[src/rtl/usr_pkg.sv]
// Shared types for the universal shift register: operating mode encoding.
package usr_pkg;

  typedef enum logic [1:0] {
    MODE_HOLD = 2'b00,
    MODE_SHR  = 2'b01,
    MODE_SHL  = 2'b10,
    MODE_LOAD = 2'b11
  } mode_t;

endpackage

[src/rtl/usr_shift_cnt.sv]
// Direction-agnostic shift counter; pulses done for one cycle after WIDTH shifts.
module usr_shift_cnt #(
  parameter int WIDTH = 4,
  localparam int CW = (WIDTH > 2) ? $clog2(WIDTH) : 1
) (
  input  logic          clk,
  input  logic          rst,
  input  logic          shift,
  input  logic          clear,
  output logic [CW-1:0] cnt,
  output logic          done
);

  localparam logic [CW-1:0] LAST = CW'(WIDTH - 1);

  always_ff @(posedge clk) begin
    if (rst || clear) begin
      cnt  <= '0;
      done <= 1'b0;
    end else if (shift) begin
      // wrap and pulse on the shift that completes the word
      if (cnt == LAST) begin
        cnt  <= '0;
        done <= 1'b1;
      end else begin
        cnt  <= cnt + CW'(1);
        done <= 1'b0;
      end
    end else begin
      done <= 1'b0;
    end
  end

endmodule

[src/rtl/univ_shift_reg.sv]
// Universal shift register: hold / shift right / shift left / parallel load.
// Optional rotate on shifts when USR_ROTATE_EN is defined; rot is ignored otherwise.
module univ_shift_reg
  import usr_pkg::*;
#(
  parameter int WIDTH = 4,
  localparam int CW = (WIDTH > 2) ? $clog2(WIDTH) : 1
) (
  input  logic             clk,
  input  logic             rst,
  input  logic             en,
  input  logic [1:0]       mode,
  input  logic             sin_r,
  input  logic             sin_l,
  input  logic [WIDTH-1:0] pload,
  input  logic             rot,
  output logic [WIDTH-1:0] q,
  output logic             sout_r,
  output logic             sout_l,
  output logic [CW-1:0]    shift_cnt,
  output logic             word_done
);

  mode_t            mode_e;
  logic             fill_r;
  logic             fill_l;
  logic [WIDTH-1:0] q_nxt;
  logic             do_shift;
  logic             do_clear;

  assign mode_e = mode_t'(mode);

`ifdef USR_ROTATE_EN
  assign fill_r = rot ? q[0]       : sin_r;
  assign fill_l = rot ? q[WIDTH-1] : sin_l;
`else
  logic unused_rot;
  assign unused_rot = rot;
  assign fill_r     = sin_r;
  assign fill_l     = sin_l;
`endif

  always_comb begin
    q_nxt    = q;
    do_shift = 1'b0;
    do_clear = 1'b0;
    if (en) begin
      unique case (mode_e)
        MODE_SHR: begin
          q_nxt    = {fill_r, q[WIDTH-1:1]};
          do_shift = 1'b1;
        end
        MODE_SHL: begin
          q_nxt    = {q[WIDTH-2:0], fill_l};
          do_shift = 1'b1;
        end
        MODE_LOAD: begin
          q_nxt    = pload;
          do_clear = 1'b1;
        end
        default: ;
      endcase
    end
  end

  always_ff @(posedge clk) begin
    if (rst) q <= '0;
    else     q <= q_nxt;
  end

  assign sout_r = q[0];
  assign sout_l = q[WIDTH-1];

  usr_shift_cnt #(.WIDTH(WIDTH)) u_cnt (
    .clk   (clk),
    .rst   (rst),
    .shift (do_shift),
    .clear (do_clear),
    .cnt   (shift_cnt),
    .done  (word_done)
  );

endmodule

[config.mk]
export PLATFORM = sky130hd
export DESIGN_NAME = univ_shift_reg
export DESIGN_NICKNAME = d
export VERILOG_FILES = /design/src/rtl/usr_pkg.sv /design/src/rtl/usr_shift_cnt.sv /design/src/rtl/univ_shift_reg.sv
export SDC_FILE = /design/constraint.sdc
export NUM_CORES = 1
export LEC_CHECK = 0
export BUFFER_PORTS_ARGS = -buffer_cell sky130_fd_sc_hd__buf_2
export CAP_MARGIN = 20
export CORE_AREA = 4 4 41 43
export DETAILED_ROUTE_END_ITERATION = 8
export DIE_AREA = 0 0 45 47
export MAX_ROUTING_LAYER = met4
export PLACE_DENSITY = 0.59
export SYNTH_ARGS = -nofsm -noshare
export SYNTH_HDL_FRONTEND = slang
export SYNTH_SLANG_ARGS = --single-unit
[constraint.sdc]
create_clock -name clk -period 0.93 [get_ports clk]
set_input_delay 0.186 -clock clk [delete_from_list [all_inputs] [get_ports clk]]
set_output_delay 0.186 -clock clk [all_outputs]
set_load 0.02 [all_outputs]
Word-level counts from Yosys, hierarchy flattened. Cells that the tools add are included.

Reductions and logical operators: 5. Muxes and demuxes: 7. Equal/unequal tests: 4. Bitwise logic cells: 1. $add $sub $neg: 1.

Operator list (number): $pmux 4 s3 (1); $eq 2x2->1 const B (3); $mux 1 (5); $reduce_or 2->1 (2); $reduce_bool 3->1 (1); $add 2x1->2 const B (1); $eq 2x1->1 const B (1); $mux 2 (1); $reduce_and 2->1 (1); $logic_or 1x1->1 (1); $not 1->1 (1).

Output and inout port bits: 9. Input port bits: 12. Register bits: 7. Logic and storage cells: 21.

Longest topological paths before layout. Gate-level depths: netlist of run 1.

Depth in word-level cells: 6. Mapped depth: 6. Gate-level depth less buffers: 5.

Modules after synthesis. From an unflattened synthesis of run 1, not the netlist that was laid out.

Cells, all modules: 43. Area, all modules: 405.4 um^2.

Modules (own cells, without submodules): univ_shift_reg (area each 281.5 um^2, instances 1, cells an instance 32, sequential area each 80.1 um^2); usr_shift_cnt (area each 123.9 um^2, instances 1, cells an instance 11, sequential area each 60.1 um^2).

Least setup slack after synthesis of run 1. OpenSTA, ideal clock, no wires.

Path kind: register to register. From: reg u_cnt.cnt[0]. To: reg u_cnt.cnt[1]. Arrival: 928 ps. Library setup time: 117 ps. Buffers on the path: 0. Clock period less this slack: 1044 ps. Setup slack: -114 ps. Stages on the path, launching flop included: 4. Required time: 813 ps. Cells stage by stage: dfxtp_1 ha_1 a22oi_1 nor2_1.

Longest elaborated chain between the ends: 2. Elaborated cells on any way between the ends: 3. Classes of those cells: add/sub: 1; eq/ne: 1; mux: 1.

Ends and longest elaborated chain: start: declaration (line usr_shift_cnt.sv:10) `output logic [CW-1:0] cnt,`; start signal: assignment (line usr_shift_cnt.sv:26) `cnt <= cnt + CW'(1);`; $add 2x1->2 or $eq 2x2->1 (tied branches) (line usr_shift_cnt.sv:26, usr_shift_cnt.sv:22); $mux 2 * (line usr_shift_cnt.sv:22) `if (cnt == LAST) begin`.

Every way passes the cells marked *; elsewhere a longest branch is shown, timed or not. A chain may end at the register's enable or synchronous reset.

Worst setup path in the final report of run 1.
From: reg u_cnt.cnt[0]. To: out shift_cnt[0].

RTL lines: end: declaration (line univ_shift_reg.sv:20) `output logic [CW-1:0] shift_cnt,`.

No word-level cell between the ends.

==> flow_metrics.tcl, run 1 <==
set metrics [dict create \
    leakage_nw 0.317 \
    synth_ff_type "dfxtp_1" \
    finClkSkew_ns 0.0000925 \
    hold_buffers 0 \
    synth_compound_area_share_pct 21.9 \
    cts_tree "yes" \
    status "finished with violations" \
    cts.sinks 7 \
    worst_slack_ns -0.0889 \
    num_vias 405 \
    max_freq_mhz 981 \
    grt_pass1_wl_um 1410 \
    track_usage_pct 9.65 \
    dr_wl_met3_um 47 \
    drv_slew 0 \
    synth_nets 58 \
    synth_top_area_share_pct 36.1 \
    routed-wl-met2_um 425 \
    antenna_found_initial 0 \
    met1_length_um 457 \
    ys_top_cells_by_count "dfxtp_1 (7), nor2_1 (7), a22oi_1 (6)" \
    synth_seq_cells 7 \
    stdcell_count 87 \
    grt_max_degree 9 \
    synth_xor_area_share_pct 0 \
    initial_core_util_pct 29.8 \
    root_buffer "clkbuf_4" \
    intPower_mw 0.626 \
    syn-cell-area_um2 388 \
    die_w_um 45 \
    min_to "u_cnt.cnt[1]" \
    r2r-start "u_cnt.cnt[0]" \
    violations "negative setup slack" \
    hold_viol 0 \
    synth-edff-count 0 \
    synth-simple-area-share_pct 20.3 \
    ys_async_sr_fraction_pct 0 \
    drt_iter0_markers 1 \
    worst-path-max-fanout 2 \
    placed_cells 75 \
    post-route-period-util_pct 110 \
    die_area_um2 2120 \
    synth_top_family_by_area "compound AO/OA/AOI/OAI gates" \
    sw_frac_of_total_pct 28.4 \
    rr_endpoint "u_cnt.cnt[0]" \
    period_minus_slack_ns 1.02 \
    nets 89 \
    report.final.setup_viol 2 \
    drive_above_1_share_pct 69.4 \
    grt_pass1_vias 352 \
    required_ns 0.74 \
    stdcell_area_um2 693 \
    max-vdd-ir-drop_mv 0.563 \
    cp-start-kind "flip-flop" \
    num_antenna_cells 0 \
    yosysUniqueCellTypes 13 \
    vias_per_cell 4.66 \
    pwr-share-clk_pct 31.4 \
    gp_congestion 0.803 \
    fp.dieH_um 47 \
    synth_mux_area_share_pct 0 \
    core_area_um2 1300 \
    synth_area_leaders "dfxtp_1 (36%), ha_1 (13%), a22oi_1 (12%)" \
    boundaryPins 21 \
    cp_common_cell "buf_6" \
    crit_type "reg -> out" \
    drc 0 \
    syn_avg_cell_area_um2 9.24 \
    cpMaxStageDelayCell "dfxtp_4" \
    ys_seq_area_share_pct 36.1 \
    reg2reg_depth 5 \
    p_comb_share_pct 30.0 \
    slowest_delay_ns 0.35 \
    worstMarginPinSlew_ns 0.238 \
    yosys.area.top_type "dfxtp_1" \
    hold_start "rst" \
    synthAdderAreaFrac_pct 12.9 \
    netSwitchingPower_mw 0.248 \
    synth_cells 42 \
    insertion_delay_ns 0.25 \
    top_layer "met3" \
    htreeDepth 1 \
    seq_power_share_pct 38.6 \
    first_pass_iters 2 \
    cts_buffers 3 \
    place_area_um2 526 \
    rsz0062_at_grt "yes" \
    worstPathCellList "buf_6, buf_6" \
    drt-total-wl_um 930 \
    clockBufferDepth 2 \
    slew_headroom_pct 84.0 \
    antenna_left 0 \
    wl_per_cell_um 10.7 \
    portBuffers 19 \
    path_clk_slew_ns 0.05 \
    whs_path_depth 2 \
    crit_arrival_ns 0.83 \
    r2r_setup_slack_ns 0 \
    max_cap_violations 0 \
    hp-class "in -> reg" \
    std_cell_rows 13 \
    grt_overflow 0 \
    worstSetupEndpointType "primary output" \
    ys.warnings.count 0 \
    area_delta_synth_final_pct 78.7 \
    powerDensity_nw_per_um2 1260 \
]
## cell families after synthesis
| family | after synthesis |
|---|---|
| and+or+nand+nor | 15 |
| DFF | 7 |
| AOI/OAI and AO/OA | 11 |
| adders and majority gates | 4 |
| buffers and inverters | 5 |
## metal layers
metal / vias to the layer above / track usage, %
li1: 212 / -
met1: 180 / 12.1
met2: 13 / 13.0
met3: 0 / 2.68
met4: 0 / 7.02
met5: - / -
## state kept, by name, indices dropped and copies added (netlist names)
| name | count |
|---|---|
| u_cnt.done | 1 |
| q | 4 |
| u_cnt.cnt | 2 |
## cell type report
type | instances | area (µm²)
clock buffers | 4 | 26.3
multi-input cells | 30 | 268
inverters | 2 | 7.51
fillers | 123 | 608
flip-flops and latches | 7 | 153
well taps | 15 | 18.8
repair buffers | 29 | 220
## layout by cell type, fill, tap and decap left out
master    instances
ha_2              2
clkbuf_1          1
a22oi_2           2
dfxtp_2           4
a311oi_1          4
buf_6             8
a22oi_1           4
and3b_2           1
nor2_4            2
nor2_1            6
buf_2            11
nand2_1           4
clkbuf_4          3
nor2b_4           1
dfxtp_1           1
inv_2             2
ha_4              2
o21ai_1           1
and3b_1           1
buf_4            10
dfxtp_4           2
## power groups by stage
stage | clock network, mW | registers, mW | logic, mW
2_1_floorplan | 0 | 0.363 | 0.101
3_3_place_gp | 0 | 0.342 | 0.179
3_5_place_dp | 0 | 0.342 | 0.181
4_1_cts | 0.287 | 0.337 | 0.226
5_1_grt | 0.304 | 0.339 | 0.288
6_report | 0.274 | 0.337 | 0.262
## critical path, delay by kind of cell (launching register included)
| family | cells | cell delay [ns] |
|---|---|---|
| DFF | 1 | 0.35 |
| buffers and inverters | 2 | 0.23 |
## worst max path at each step
| stage | from | end | slack [ns] |
|---|---|---|---|
| after detailed placement | mode[0] | q[3] | -0.21 |
| after CTS | u_cnt.cnt[0] | shift_cnt[0] | -0.09 |
| after global placement | mode[0] | q[2] | -0.18 |
| after global routing | u_cnt.cnt[0] | shift_cnt[0] | -0.12 |
| after floorplan | u_cnt.cnt[1] | u_cnt.cnt[1] | -0.01 |
| final | u_cnt.cnt[0] | shift_cnt[0] | -0.09 |
## metrics by stage
stage | setup WS [ns] | hold WS (ns) | utilization (%) | setup TNS (ns) | power [mW]
floorplan | -0.0148 | 0.245 | - | -0.0150 | 0.464
global placement | -0.181 | 0.439 | 40.4 | -1.16 | 0.521
detailed placement | -0.209 | 0.439 | 40.4 | -1.31 | 0.523
CTS | -0.0945 | 0.172 | 48.1 | -0.0955 | 0.850
global route | -0.116 | 0.191 | 53.3 | -0.163 | 0.930
finish | -0.0889 | 0.183 | 53.3 | -0.0917 | 0.873
## repair_timing
item,CTS,global route
pin swaps,0,6
resized for setup,17,11
setup endpoints to repair,8,10
setup buffers,4,4
Power figures use the tool's default switching activity.
==> run 2: changes to the inputs <==
Settings changed: PLACE_DENSITY 0.59 to not set, PLACE_DENSITY_LB_ADDON set to 0.3.
==> run 2 against run 1 <==
  * The run still ends with negative setup slack left
  * Wire length down 1.1%
  * Setup slack gained 0.0076 ns
  * Hold slack got worse by 0.0057 ns
  * Count of clock-buffer cells in the layout shrank 1
  * Clock power is essentially flat
  * Global-route usage grew 0.56 points
  * Critical path depth did not move
  * Die area stayed put
  * Flip-flop and latch count stayed put
  * Largest cell class unchanged
  * Largest power group unchanged
==> flow_metrics.tcl, run 2 (synthesized netlist as in run 1, its figures left out) <==
set metrics [dict create \
    status "finished with violations" \
    violations "negative setup slack" \
    drv_slew 0 \
    die_area_um2 2120 \
    grt_overflow 0 \
    root_buffer "clkbuf_4" \
    r2r-start "u_cnt.cnt[0]" \
    powerDensity_nw_per_um2 1270 \
    drive_above_1_share_pct 68.6 \
    htreeDepth 1 \
    path_clk_slew_ns 0.06 \
    drt-total-wl_um 920 \
    dp_hpwl_um 711 \
    cts_buffers 3 \
    most-common-layout-cells "buf_2 (11), buf_6 (11), nor2_1 (6)" \
    drt_iter0_markers 9 \
    required_ns 0.74 \
    post-route-period-util_pct 109 \
    cp-start-kind "flip-flop" \
    largest_register "q" \
    max_freq_mhz 989 \
    std_cell_rows 13 \
    initial_core_util_pct 29.8 \
    rsz0062_at_grt "yes" \
    worstMarginPinSlew_ns 0.221 \
    max-vdd-ir-drop_mv 0.568 \
    area_delta_synth_final_pct 77.1 \
    insertion_delay_ns 0.25 \
    boundaryPins 21 \
    worstPathCellList "buf_6, buf_6" \
    leakage_nw 0.309 \
    holdWs_ns 0.178 \
    antenna_found_initial 0 \
    track_usage_pct 10.2 \
    grt_max_degree 8 \
    nets 87 \
    power_mw 0.871 \
    crit_type "reg -> out" \
    hold_start "rst" \
    num_vias 401 \
    clockBufferDepth 2 \
    max_cap_violations 0 \
    num_antenna_cells 0 \
    vias_per_cell 4.72 \
    antenna_left 0 \
    cts.sinks 7 \
    top_regs "q: 4 flops, u_cnt.cnt: 2 flops, u_cnt.done: 1 flops" \
    first_pass_iters 6 \
    largest_register_ffs 4 \
    grt_pass1_wl_um 1480 \
    period_minus_slack_ns 1.01 \
    drc 0 \
    hp-class "in -> reg" \
    cp-startpoint "u_cnt.cnt[0]" \
    finClkSkew_ns 0.00536 \
    report.final.setup_viol 2 \
    gp_congestion 0.731 \
    hold_buffers 0 \
    portBuffers 19 \
    cts_tree "yes" \
    slew_headroom_pct 85.1 \
    grt_pass1_vias 381 \
    worst-path-max-fanout 2 \
    wl_per_cell_um 10.8 \
    crit_arrival_ns 0.83 \
    worstSetupEndpointType "primary output" \
    die_w_um 45 \
    cp_common_cell "buf_6" \
    core_area_um2 1300 \
    hold_viol 0 \
    place_ws_ns -0.197 \
    worst_slack_ns -0.0813 \
    fp.dieH_um 47 \
    cpMaxStageDelayCell "dfxtp_4" \
    slowest_delay_ns 0.35 \
]
[run 2: stage by stage]
stage | std cells | instance area [µm²] | util [%] | TNS [ns]
floorplan | 42 | 423 | - | -0.0150
global placement | 77 | 541 | 41.5 | -1.23
detailed placement | 77 | 541 | 41.5 | -1.23
CTS | 85 | 642 | 49.3 | -0.163
global route | 85 | 687 | 52.8 | -0.338
finish | 85 | 687 | 52.8 | -0.135
[run 2: layout make-up]
type	instances	area, µm²
repair buffers	27	216
inverters	2	7.51
fillers	117	614
well taps	15	18.8
clock buffers	3	22.5
flip-flops and latches	7	155
multi-input cells	30	262
clock inverters	1	5.00
[run 2: power by group]
group / switching [mW] / internal, mW / leakage, nW
registers: 0.0194 / 0.317 / 0.0606
clock network: 0.120 / 0.157 / 0.0177
logic: 0.115 / 0.141 / 0.231
[run 2: critical path, delay by kind of cell (launching register included)]
| family | cells | cell delay (ns) |
|---|---|---|
| buffers and inverters | 2 | 0.23 |
| DFF | 1 | 0.35 |
[run 2: repair_timing]
item                                    in CTS  in global routing
buffers inserted                             4                  0
endpoints found under the setup margin       8                 12
resized for setup                           17                 13
pin swaps                                    2                  7
[run 2: path summary, 6_finish.rpt]
kind	slack [ns]	cells past startpoint	endpoint
max	-0.08	2	shift_cnt[0]
max reg2reg	-0.05	4	u_cnt.cnt[1]
min reg2reg	0.50	2	q[1]
min	0.18	2	u_cnt.cnt[0]
[run 2: metal layers]
metal | GRT usage, % | vias to the layer above | wire, µm
li1 | - | 210 | -
met1 | 11.4 | 177 | 385
met2 | 16.1 | 12 | 459
met3 | 1.15 | 2 | 52
met4 | 8.77 | 0 | 23
met5 | - | - | 0
==> run 3: changes to the inputs <==
Settings changed: TNS_END_PERCENT set to 20.
==> run 3 against run 2 <==
  * The flow still finishes with violations (negative setup slack)
  * Die area unchanged
  * Count of clock-buffer cells in the layout rose by 1
  * Clock skew is 0.0046 ns lower
  * Sequential power is essentially flat
  * Register-to-register slack worse by 0.03 ns
  * Sequential share of layout area increased by 0.83 points
  * Combinational power decreased by 2%
  * Non-clock buffer count fell by 3
  * Largest power group unchanged
==> flow_metrics.tcl, run 3 (synthesized netlist as in run 1, its figures left out) <==
set metrics [dict create \
    status "finished with violations" \
    post-route-period-util_pct 109 \
    antenna_found_initial 0 \
    portBuffers 19 \
    max_freq_mhz 984 \
    grt_overflow 0 \
    p_comb_share_pct 29.0 \
    finClkSkew_ns 0.000718 \
    std_cell_rows 13 \
    dp_hpwl_um 773 \
    track_usage_pct 11.7 \
    layout_commonest_cell "buf_2" \
    area_delta_synth_final_pct 73.5 \
    htreeDepth 1 \
    rsz0062_at_grt "yes" \
    required_ns 0.74 \
    die_w_um 45 \
    cts.sinks 7 \
    antenna_left 0 \
    intPower_mw 0.615 \
    place_ws_ns -0.201 \
    initial_core_util_pct 29.8 \
    gp_congestion 0.752 \
    die_area_um2 2120 \
    leakage_nw 0.294 \
    num_vias 409 \
    drc 0 \
    clockBufferDepth 2 \
    first_pass_iters 4 \
    top_regs "q: 4 flops, u_cnt.cnt: 2 flops, u_cnt.done: 1 flops" \
    stdcell_area_um2 673 \
    worstSetupEndpointType "primary output" \
    worst-path-max-fanout 2 \
    path_clk_slew_ns 0.05 \
    cp-start-kind "flip-flop" \
    place_area_um2 533 \
    grt_pass1_wl_um 1710 \
    report.final.setup_viol 4 \
    hold_buffers 0 \
    period_minus_slack_ns 1.02 \
    largest_register_ffs 4 \
    worstMarginPinSlew_ns 0.296 \
    drv_slew 0 \
    worst_slack_ns -0.0863 \
    vias_per_cell 4.99 \
    cts_tree "yes" \
    seq_power_share_pct 38.7 \
    fin_tns_setup_ns -0.183 \
    sw_frac_of_total_pct 29.5 \
    r2r_setup_slack_ns -0.08 \
    grt_max_degree 8 \
    netSwitchingPower_mw 0.258 \
    largest_register "q" \
    crit_arrival_ns 0.83 \
    powerDensity_nw_per_um2 1300 \
    insertion_delay_ns 0.25 \
    max_cap_violations 0 \
    max-vdd-ir-drop_mv 0.751 \
    drive_above_1_share_pct 67.2 \
    cts_buffers 3 \
    violations "negative setup slack" \
    drt_iter0_markers 10 \
    most-common-layout-cells "buf_2 (11), buf_6 (10), nor2_1 (6)" \
    fp.dieH_um 47 \
    wl_per_cell_um 12.7 \
    num_antenna_cells 0 \
    nets 84 \
    drt-total-wl_um 1040 \
    boundaryPins 21 \
    root_buffer "clkbuf_4" \
    crit_type "reg -> out" \
    grt_pass1_vias 419 \
    pwr-share-clk_pct 32.3 \
    hold_viol 0 \
    slew_headroom_pct 80.2 \
    hp-class "in -> reg" \
    power_mw 0.872 \
    holdWs_ns 0.184 \
    core_area_um2 1300 \
]
## run 3: per-stage QoR
stage               cells  utilization (%)
floorplan              42                -
global placement       76             41.0
detailed placement     76             41.0
CTS                    82             47.8
global route           82             51.7
finish                 82             51.7
## run 3: path summary, 6_finish.rpt
path           startpoint      endpoint  cells past startpoint
max reg2reg  u_cnt.cnt[0]  u_cnt.cnt[1]                      4
min reg2reg          q[2]          q[1]                      2
max          u_cnt.cnt[0]  shift_cnt[0]                      2
min                   rst  u_cnt.cnt[0]                      2
## run 3: routing by layer
metal	track usage (%)	wire length, µm
met5	-	0
met4	9.94	35
met3	1.53	47
met2	19.8	562
met1	11.9	393
## run 3: critical path: stages (launching register included)
cell and delay (ns):
dfxtp_4 0.34, buf_6 0.11, buf_6 0.12
## run 3: cell type report
type                       count  area, µm²
fill                         125        628
multi-input combinational     30        273
timing repair buffer          24        190
sequential                     7        158
clock buffer                   4       26.3
tap                           15       18.8
inverter                       2       7.51
## run 3: what timing repair did
| action | in CTS | in global routing |
|---|---|---|
| pin swaps | 2 | 4 |
| setup buffers | 2 | 0 |
| resized for setup | 18 | 14 |
| setup endpoints to repair | 8 | 13 |
## run 3: power by group through the flow
| stage | Sequential [mW] | Clock (mW) | Combinational (mW) |
|---|---|---|---|
| 2_1_floorplan | 0.363 | 0 | 0.101 |
| 3_3_place_gp | 0.342 | 0 | 0.184 |
| 3_5_place_dp | 0.342 | 0 | 0.190 |
| 4_1_cts | 0.337 | 0.288 | 0.224 |
| 5_1_grt | 0.341 | 0.316 | 0.276 |
| 6_report | 0.338 | 0.282 | 0.253 |
